--- src/rtl/ps2_kbd_rx.sv ---
// PS/2 keyboard receiver: synchronise and filter the lines, deframe bytes, fold E0/F0 prefixes into events, queue them in a show-ahead FIFO.
// Define PS2_KBD_RX_PARITY_EN to reject frames with even parity.
module ps2_kbd_rx #(
    parameter int FILT_LEN = 4,
    parameter int TIMEOUT  = 50000,
    parameter int DEPTH    = 8,
    localparam int AW      = $clog2(DEPTH)
) (
    input  logic          clk,
    input  logic          rst,
    input  logic          ps2k_clk,
    input  logic          ps2k_data,
    output logic          evt_valid,
    input  logic          evt_ready,
    output logic [7:0]    evt_code,
    output logic          evt_ext,
    output logic          evt_brk,
    output logic          ps2_state,
    output logic [AW:0]   fifo_count,
    output logic          err_frame,
    output logic          err_ovf
);

    localparam int GW = $clog2(TIMEOUT + 1);
    localparam logic [3:0]    FILT_MAX = 4'(FILT_LEN - 1);
    localparam logic [GW-1:0] GAP_MAX  = GW'(TIMEOUT);
    localparam logic [AW:0]   FULL_CNT = (AW + 1)'(DEPTH);

    typedef enum logic [1:0] {IDLE, DATA, PARITY, STOP} state_t;

    state_t        state, state_nx;
    logic          clk_s1, clk_s2, dat_s1, dat_s2;
    logic          filt_clk;
    logic [3:0]    filt_cnt;
    logic          fall;
    logic [2:0]    bit_cnt;
    logic [7:0]    shreg;
    logic          par_ok;
    logic [GW-1:0] gap_cnt;
    logic          timeout;
    logic          shift_en, par_en, stop_chk, start_err;
    logic          good_frame, bad_frame;
    logic          ext_flag, brk_flag;
    logic          push_req;
    logic [9:0]    push_word;
    logic          err_frame_r, err_ovf_r, state_r;

    logic [9:0]    mem [DEPTH];
    logic [AW-1:0] wptr, rptr;
    logic [AW:0]   count;
    logic          full, do_push, do_pop;
    logic [9:0]    head;

    always_ff @(posedge clk) begin
        if (rst) begin
            clk_s1   <= 1'b1;
            clk_s2   <= 1'b1;
            dat_s1   <= 1'b1;
            dat_s2   <= 1'b1;
            filt_clk <= 1'b1;
            filt_cnt <= '0;
        end else begin
            clk_s1 <= ps2k_clk;
            clk_s2 <= clk_s1;
            dat_s1 <= ps2k_data;
            dat_s2 <= dat_s1;
            if (clk_s2 == filt_clk) begin
                filt_cnt <= '0;
            end else if (filt_cnt == FILT_MAX) begin
                filt_clk <= clk_s2;
                filt_cnt <= '0;
            end else begin
                filt_cnt <= filt_cnt + 4'd1;
            end
        end
    end

    // The filtered clock falls in exactly the cycle the last differing sample arrives.
    assign fall    = filt_clk & ~clk_s2 & (filt_cnt == FILT_MAX);
    assign timeout = (state != IDLE) && !fall && (gap_cnt == GAP_MAX);

    always_comb begin
        state_nx  = state;
        shift_en  = 1'b0;
        par_en    = 1'b0;
        stop_chk  = 1'b0;
        start_err = 1'b0;
        case (state)
            IDLE: if (fall) begin
                if (!dat_s2) state_nx = DATA;
                else         start_err = 1'b1;
            end
            DATA: if (fall) begin
                shift_en = 1'b1;
                if (bit_cnt == 3'd7) state_nx = PARITY;
            end
            PARITY: if (fall) begin
                par_en   = 1'b1;
                state_nx = STOP;
            end
            STOP: if (fall) begin
                stop_chk = 1'b1;
                state_nx = IDLE;
            end
            default: state_nx = IDLE;
        endcase
        if (timeout) state_nx = IDLE;
    end

    assign good_frame = stop_chk & dat_s2 & par_ok;
    assign bad_frame  = stop_chk & ~good_frame;

    always_ff @(posedge clk) begin
        if (rst) begin
            state       <= IDLE;
            bit_cnt     <= '0;
            shreg       <= '0;
            par_ok      <= 1'b0;
            gap_cnt     <= '0;
            ext_flag    <= 1'b0;
            brk_flag    <= 1'b0;
            push_req    <= 1'b0;
            push_word   <= '0;
            err_frame_r <= 1'b0;
        end else begin
            state       <= state_nx;
            push_req    <= 1'b0;
            err_frame_r <= start_err | bad_frame | timeout;
            if (state == IDLE || fall) gap_cnt <= '0;
            else                       gap_cnt <= gap_cnt + 1'b1;
            if (state == IDLE) bit_cnt <= '0;
            else if (shift_en) bit_cnt <= bit_cnt + 3'd1;
            if (shift_en) shreg <= {dat_s2, shreg[7:1]};
            if (par_en) begin
`ifdef PS2_KBD_RX_PARITY_EN
                par_ok <= ^{shreg, dat_s2};
`else
                par_ok <= 1'b1;
`endif
            end
            // Prefix bytes only arm flags; any other good byte becomes an event next cycle.
            if (bad_frame || timeout) begin
                ext_flag <= 1'b0;
                brk_flag <= 1'b0;
            end else if (good_frame) begin
                if (shreg == 8'hE0) begin
                    ext_flag <= 1'b1;
                end else if (shreg == 8'hF0) begin
                    brk_flag <= 1'b1;
                end else begin
                    push_req  <= 1'b1;
                    push_word <= {ext_flag, brk_flag, shreg};
                    ext_flag  <= 1'b0;
                    brk_flag  <= 1'b0;
                end
            end
        end
    end

    assign full    = (count == FULL_CNT);
    assign do_pop  = (count != '0) & evt_ready;
    assign do_push = push_req & (~full | do_pop);
    assign head    = mem[rptr];

    always_ff @(posedge clk) begin
        if (do_push) mem[wptr] <= push_word;
    end

    always_ff @(posedge clk) begin
        if (rst) begin
            wptr      <= '0;
            rptr      <= '0;
            count     <= '0;
            err_ovf_r <= 1'b0;
            state_r   <= 1'b0;
        end else begin
            err_ovf_r <= push_req & full & ~do_pop;
            if (do_push) begin
                wptr    <= wptr + 1'b1;
                state_r <= ~push_word[8];
            end
            if (do_pop) rptr <= rptr + 1'b1;
            if (do_push && !do_pop)      count <= count + 1'b1;
            else if (!do_push && do_pop) count <= count - 1'b1;
        end
    end

    // Outputs are forced low while reset is held, even before the first edge.
    assign evt_valid  = ~rst & (count != '0);
    assign evt_code   = rst ? 8'h00 : head[7:0];
    assign evt_brk    = ~rst & head[8];
    assign evt_ext    = ~rst & head[9];
    assign ps2_state  = ~rst & state_r;
    assign fifo_count = rst ? '0 : count;
    assign err_frame  = ~rst & err_frame_r;
    assign err_ovf    = ~rst & err_ovf_r;

endmodule

--- config.mk ---
export PLATFORM = sky130hd
export DESIGN_NAME = ps2_kbd_rx
export DESIGN_NICKNAME = d
export VERILOG_FILES = /design/src/rtl/ps2_kbd_rx.sv
export SDC_FILE = /design/constraint.sdc
export NUM_CORES = 1
export LEC_CHECK = 0
export CAP_MARGIN = 0
export CORE_MARGIN = 1.5
export CORE_UTILIZATION = 25
export DETAILED_ROUTE_END_ITERATION = 8
export GPL_TIMING_DRIVEN = 0
export SETUP_SLACK_MARGIN = 0.1
export SYNTH_ARGS = -nofsm -noshare
export SYNTH_HDL_FRONTEND = slang
export SYNTH_SLANG_ARGS = --single-unit
--- constraint.sdc ---
create_clock -name clk -period 3.4 [get_ports clk]
set_input_delay 0.68 -clock clk [delete_from_list [all_inputs] [get_ports clk]]
set_output_delay 0.68 -clock clk [all_outputs]
set_load 0.005 [all_outputs]
# --- After elaboration in Yosys (flattened, before gate mapping) ---
# Memory sizes are Yosys's and may differ from the RTL's. A register that Yosys moved wholly into a read port is not among the register bits.
# Cells that the tools add are included.
word_totals:
  ram_bits: 80
  elab_cells: 124
  latchBits: 0
  n_memories: 1
  mem_bits_ro: 0
  regBits: 65
  out_inout_bits: 18
op_classes:
  n_mux: 26
  bitwise_logic: 28
  shift: 0
  n_eq_ne: 17
  div: 0
  n_mul: 0
  magnitude_cmp: 0
  addsub: 7
  reduce_logical: 24
mem_list:
  columns: ["name", "words", "word_bits", "rd", "rd_ports_with_merged_regs", "write_ports", "line", "text"]
  rows:
  - ["mem", 8, 10, 1, 1, 1, "48", "logic [9:0] mem [DEPTH];"]
op_table:
  columns: ["op", "count"]
  rows:
  - ["adder 16 x 1 -> 16 bit (second input constant)", 1]
  - ["equality test 16 bit (second input constant)", 1]
  - ["equality test 8 bit (second input constant)", 2]
  - ["bitwise AND 1 bit", 15]
  - ["!= test 2 bit (second input constant)", 7]
  - ["2-to-1 mux 1 bit", 13]
  - ["2-to-1 mux 2 bit", 6]
  - ["2-to-1 mux 4 bit", 3]
  - ["inverter 1 bit", 10]
  - ["adder 3 x 1 -> 3 bit (second input constant)", 3]
  - ["adder 4 x 1 -> 4 bit (second input constant)", 2]
  - ["2-to-1 mux 8 bit", 1]
  - ["case mux 2 bit (4 select lines)", 1]
  - ["OR reduction 2 bit", 4]
  - ["2-to-1 mux 3 bit", 2]
  - ["AND reduction 2 bit", 3]
  - ["AND reduction 6 bit", 1]
  - ["equality test 2 bit (second input constant)", 2]
  - ["equality test 4 x 2 -> 1 bit (second input constant)", 1]
  - ["equality test 4 bit (second input constant)", 1]
  - ["logical AND 1 bit", 4]
  - ["AND reduction 4 bit", 1]
  - ["nonzero test 2 bit", 2]
  - ["nonzero test 4 bit", 1]
  - ["10 further kinds", 15]

# --- Longest topological paths before layout ---
# Gate-level depths: netlist of run 1.
depth:
  depth_word: 12
  mapped_depth: 11

# --- Worst setup path after synthesis of run 1 ---
# Ideal clock, no wire load.
synth_timing:
  path_kind: "register -> register"
  start: "register count[0]"
  end: "register count[3]"
  synth_period_minus_slack_ps: 2549
  arrival_time_ps: 2428
  n_path_buf: 1
  stages_incl_launch_ff: 12
  setup_slack_ps: 851
  setup_time_ps: 121
  required_time_ps: 3279
  path_cell_list: "dfxtp_1 > or3_1 > buf_2 > o21ai_4 > inv_2 > ha_1 > inv_1 > ha_1 > a21oi_1 > a211oi_1 > a31oi_1 > mux2_2"
synth_via:
  elab_chain_len: 7
synth_lines:
  columns: ["element", "line", "text"]
  rows:
  - ["from (decl)", "50", "logic [AW:0] count;"]
  - ["from (signal assigned)", "183", "if (do_push && !do_pop) count <= count + 1'b1;"]
  - ["from (signal assigned)", "184", "else if (!do_push && do_pop) count <= count - 1'b1;"]
  - ["nonzero test 4 bit / equality test 4 bit (equally long branches)", "161, 160", null]
  - ["bitwise AND 1 bit / inverter 1 bit (equally long branches)", "161, 162", null]
  - ["OR 1 bit (*)", "162", "assign do_push = push_req & (~full | do_pop);"]
  - ["bitwise AND 1 bit (*)", "162", null]
  - ["via do_push", "51", "logic full, do_push, do_pop;"]
  - ["zero test 1 bit", "184", null]
  - ["logical AND 1 bit", "184", null]
  - ["nonzero test 2 bit (no line)", null, null]
# The timed path passes the listed nets; every way through them passes the cells marked *. The select of a mux whose other input is x is not followed.
# A chain may end at the register's enable or synchronous reset.

==> results.toml, run 1 <==
[placed_design]
gp_congestion = 0.7281
portBuffers = 21
placed_area_mm2 = 0.006777
post-dp-hpwl_um = 7646

[clocking]
cts.clk_slew.worst_paths_ns = 0.06
clock-sinks = 148
numCtsBuffers = 17
cts_root_buf = "clkbuf_16"
htreeDepth = 4
clock_path_buffers = 2
insertion_delay_ns = 0.42
cts_tree = "done"
cts_setup_buffers = 0

[grt]
overflow = 0
grt_max_degree = 17
grt_pass1_wl_um = 18930
grt_pass1_vias = 3613
grt_usage = 0.09675
antenna_found_initial = 0

[routing]
route.detailed.drc = 0
drt_first_pass_iters = 4
viasPerCell = 4.283
vias = 3636
drtIter0Drc = 184
wl_um = 11540
routedWlPerCell_um = 13.59
antenna_left = 0

[power]
leakagePower_nw = 2.354
ir_drop_mv = 0.3272
power.density_mw_per_mm2 = 584.4
power.total_mw = 4.309

[synth]
async_reset_ff_frac = 0
synth_seq_area_share = 0.6119
synth-edff-count = 80
synthDistinctLibCells = 54
synth.avg_cell_area_um2 = 13.03
netlist_area_mm2 = 0.006151
synth-main-ff-cell = "edfxtp_1"
syn_nets = 493
yosysWarnings = 0
yosys_register_bits = 148
netlist_instances = 472

[finish]
drive_above_1_share = 0.1695
fin_nets = 533
final_core_util = 0.3041
fillCellCount = 2490
n_antenna_cell = 0
final_cell_area_mm2 = 0.007373
area_growth_pct = 19.87

[die]
die_h_um = 159.9
initial_core_util = 0.2537
die_width_um = 159.9
ios = 23
fp.coreArea_mm2 = 0.02425
num_rows = 57
die_area_mm2 = 0.02555

[worst_setup_path]
start_kind = "flip-flop"
max_stage_delay_ns = 0.55
worst-path-max-fanout = 10
path_cells = "buf_2 -> mux4_2 -> mux2i_1 -> nor2_1 -> clkdlybuf4s50_1"
crit_path_end_kind = "output port"
crit_slowest_cell = "mux4_2"
arrival_ns = 2.44
worstSetupPathType = "flip-flop to output port"
worstPathRequired_ns = 2.72

[sta]
setup_viol = 0
worst_slew_pin_slew_ns = 1.177
period_needed_ns = 3.123
whs_ns = 0.4068
rsz0062_at_grt = "no"
hold_viol_final = 0
relSlewSlack = 0.2125
final.period_utilization = 0.9184
max_freq_ghz = 0.3202
finalMaxSlewViolations = 0
fin_worst_skew_ns = 0.01047

[hold_path]
hp-class = "flip-flop to flip-flop"

[run]
maxCapViolCount = 0

[outcome]
status = "complete, no violations"
-- sequential cells by signal (all words and copies together) (netlist names), named ones only --
register     cells
bit_cnt          3
brk_flag         1
clk_s1           1
clk_s2           1
count            4
dat_s1           1
dat_s2           1
err_frame_r      1
err_ovf_r        1
ext_flag         1
filt_clk         1
filt_cnt         4
gap_cnt         16
mem             80
par_ok           1
push_req         1
push_word       10
rptr             3
shreg            8
state            2
state_r          1
wptr             3
-- placed cells by master (no fill, tap or decap), types with 3 or more instances in the layout --
master and count:
nor3_1 13, nor4_1 7, dfxtp_1 68, buf_2 7, or2_2 4, inv_6 5
mux4_2 20, clkbuf_16 17, nand4_1 3, nor2b_1 7, nor2_1 45, nor2_4 8
clkbuf_1 11, xor2_1 9, clkdlybuf4s50_1 21, nand2b_1 4, xnor2_1 12, and3_1 3
a21oi_1 29, mux2i_1 15, o21ai_0 10, inv_1 13, nand3_1 26, nand2_1 22
edfxtp_1 80, ha_1 15
-- stage by stage --
step | setup TNS, ns | setup WS (ns) | cells
2_1_floorplan | 0 | 0.8512 | 472
3_3_place_gp | -0.6590 | -0.03850 | 817
3_5_place_dp | -0.003538 | -0.001924 | 817
4_1_cts | 0 | 0.1533 | 849
5_1_grt | 0 | 0.1095 | 849
6_report | 0 | 0.2774 | 849
-- cell type report --
class / count / area (um2) / area share
clock inverter: 15 / 167.7 / 0.02274
clock buffer: 17 / 425.4 / 0.05770
buffer: 23 / 121.4 / 0.01646
sequential: 148 / 3764 / 0.5104
timing repair buffer: 21 / 210.2 / 0.02851
inverter: 14 / 52.55 / 0.007127
multi-input combinational: 287 / 2227 / 0.3021
tap: 324 / 405.4 / 0.05498
-- worst paths after layout --
| path | end | slack (ns) | startpoint | depth (start not counted) |
|---|---|---|---|---|
| max reg2reg | count[3]$_SDFFE_PP0P_ | 0.66 | count[0]$_SDFFE_PP0P_ | 11 |
| max | evt_ext | 0.28 | flip-flop | 5 |
| min | dat_s2$_SDFF_PP1_ | 0.41 | dat_s1$_SDFF_PP1_ | 1 |
| min reg2reg | dat_s2$_SDFF_PP1_ | 0.41 | dat_s1$_SDFF_PP1_ | 1 |
-- Yosys cell counts (3+ instances only) --
cell      instances  area (um2)
a21oi_1          29       145.1
and3_1            3       18.77
buf_2             6       30.03
clkbuf_1         13       48.80
dfxtp_1          68        1361
edfxtp_1         80        2402
ha_1             15       187.7
inv_1            13       48.80
mux2i_1          15       150.1
mux4_2           20       450.4
nand2_1          22       82.58
nand2b_1          4       25.02
nand3_1          26       130.1
nand4_1           3       18.77
nor2_1           45       168.9
nor2_4            8       90.09
nor2b_1           7       43.79
nor3_1           15       75.07
nor4_1            7       43.79
o21ai_0          10       50.05
or2_2             4       25.02
xnor2_1          12       105.1
xor2_1            9       78.83
-- worst max-delay path, delay by kind of cell (launching register included) --
kind	cells	cell delay (ns)
buffers and inverters	2	0.82
muxes	2	0.79
DFF	1	0.33
and+or+nand+nor	1	0.08
-- cells by family (layout without fill, tap and decap cells) --
| family | Yosys count | in the layout | share of synthesized area |
|---|---|---|---|
| flops | 148 | 148 | 0.6119 |
| buf+inv | 37 | 90 | 0.02767 |
| fa+ha+maj | 16 | 16 | 0.03377 |
| xor+xnor | 21 | 21 | 0.02990 |
| compound gates | 55 | 55 | 0.05615 |
| simple gates | 159 | 159 | 0.1412 |
| mux | 36 | 36 | 0.09947 |
-- routing by layer --
layer,vias to the layer above,routed length [um],track usage
li1,1812,-,-
met1,1763,5361,0.1170
met2,48,5583,0.1596
met3,13,402,0.03065
met4,0,192,0.03993
met5,-,0,0
-- power breakdown --
part	leakage [nW]	switching [mW]	total, mW	internal [mW]
Sequential	1.29	0.0318	1.93	1.90
Combinational	0.777	0.239	0.513	0.274
Clock	0.287	0.768	1.87	1.10
-- what timing repair did --
action                     4_1_cts  5_1_grt
resized for setup                2        2
setup endpoints to repair       11        1
hold buffers                     0        0
No activity file was read; power rests on OpenSTA's default activity.
==> inputs of run 2 (changes only) <==
--- a/config.mk
+++ b/config.mk
@@ -14,3 +14,4 @@
 export SYNTH_ARGS = -nofsm -noshare
 export SYNTH_HDL_FRONTEND = slang
 export SYNTH_SLANG_ARGS = --single-unit
+export TNS_END_PERCENT = 100
==> results of run 2 <==
The final DEF is identical to that of run 1; final timing and power are the same.
==> inputs of run 3 (changes only) <==
--- a/config.mk
+++ b/config.mk
@@ -8,6 +8,7 @@
 export CAP_MARGIN = 0
 export CORE_MARGIN = 1.5
 export CORE_UTILIZATION = 25
+export CTS_CLUSTER_SIZE = 14
 export DETAILED_ROUTE_END_ITERATION = 8
 export GPL_TIMING_DRIVEN = 0
 export SETUP_SLACK_MARGIN = 0.1
==> results of run 3 <==
The final DEF is identical to that of run 1; final timing and power are the same.
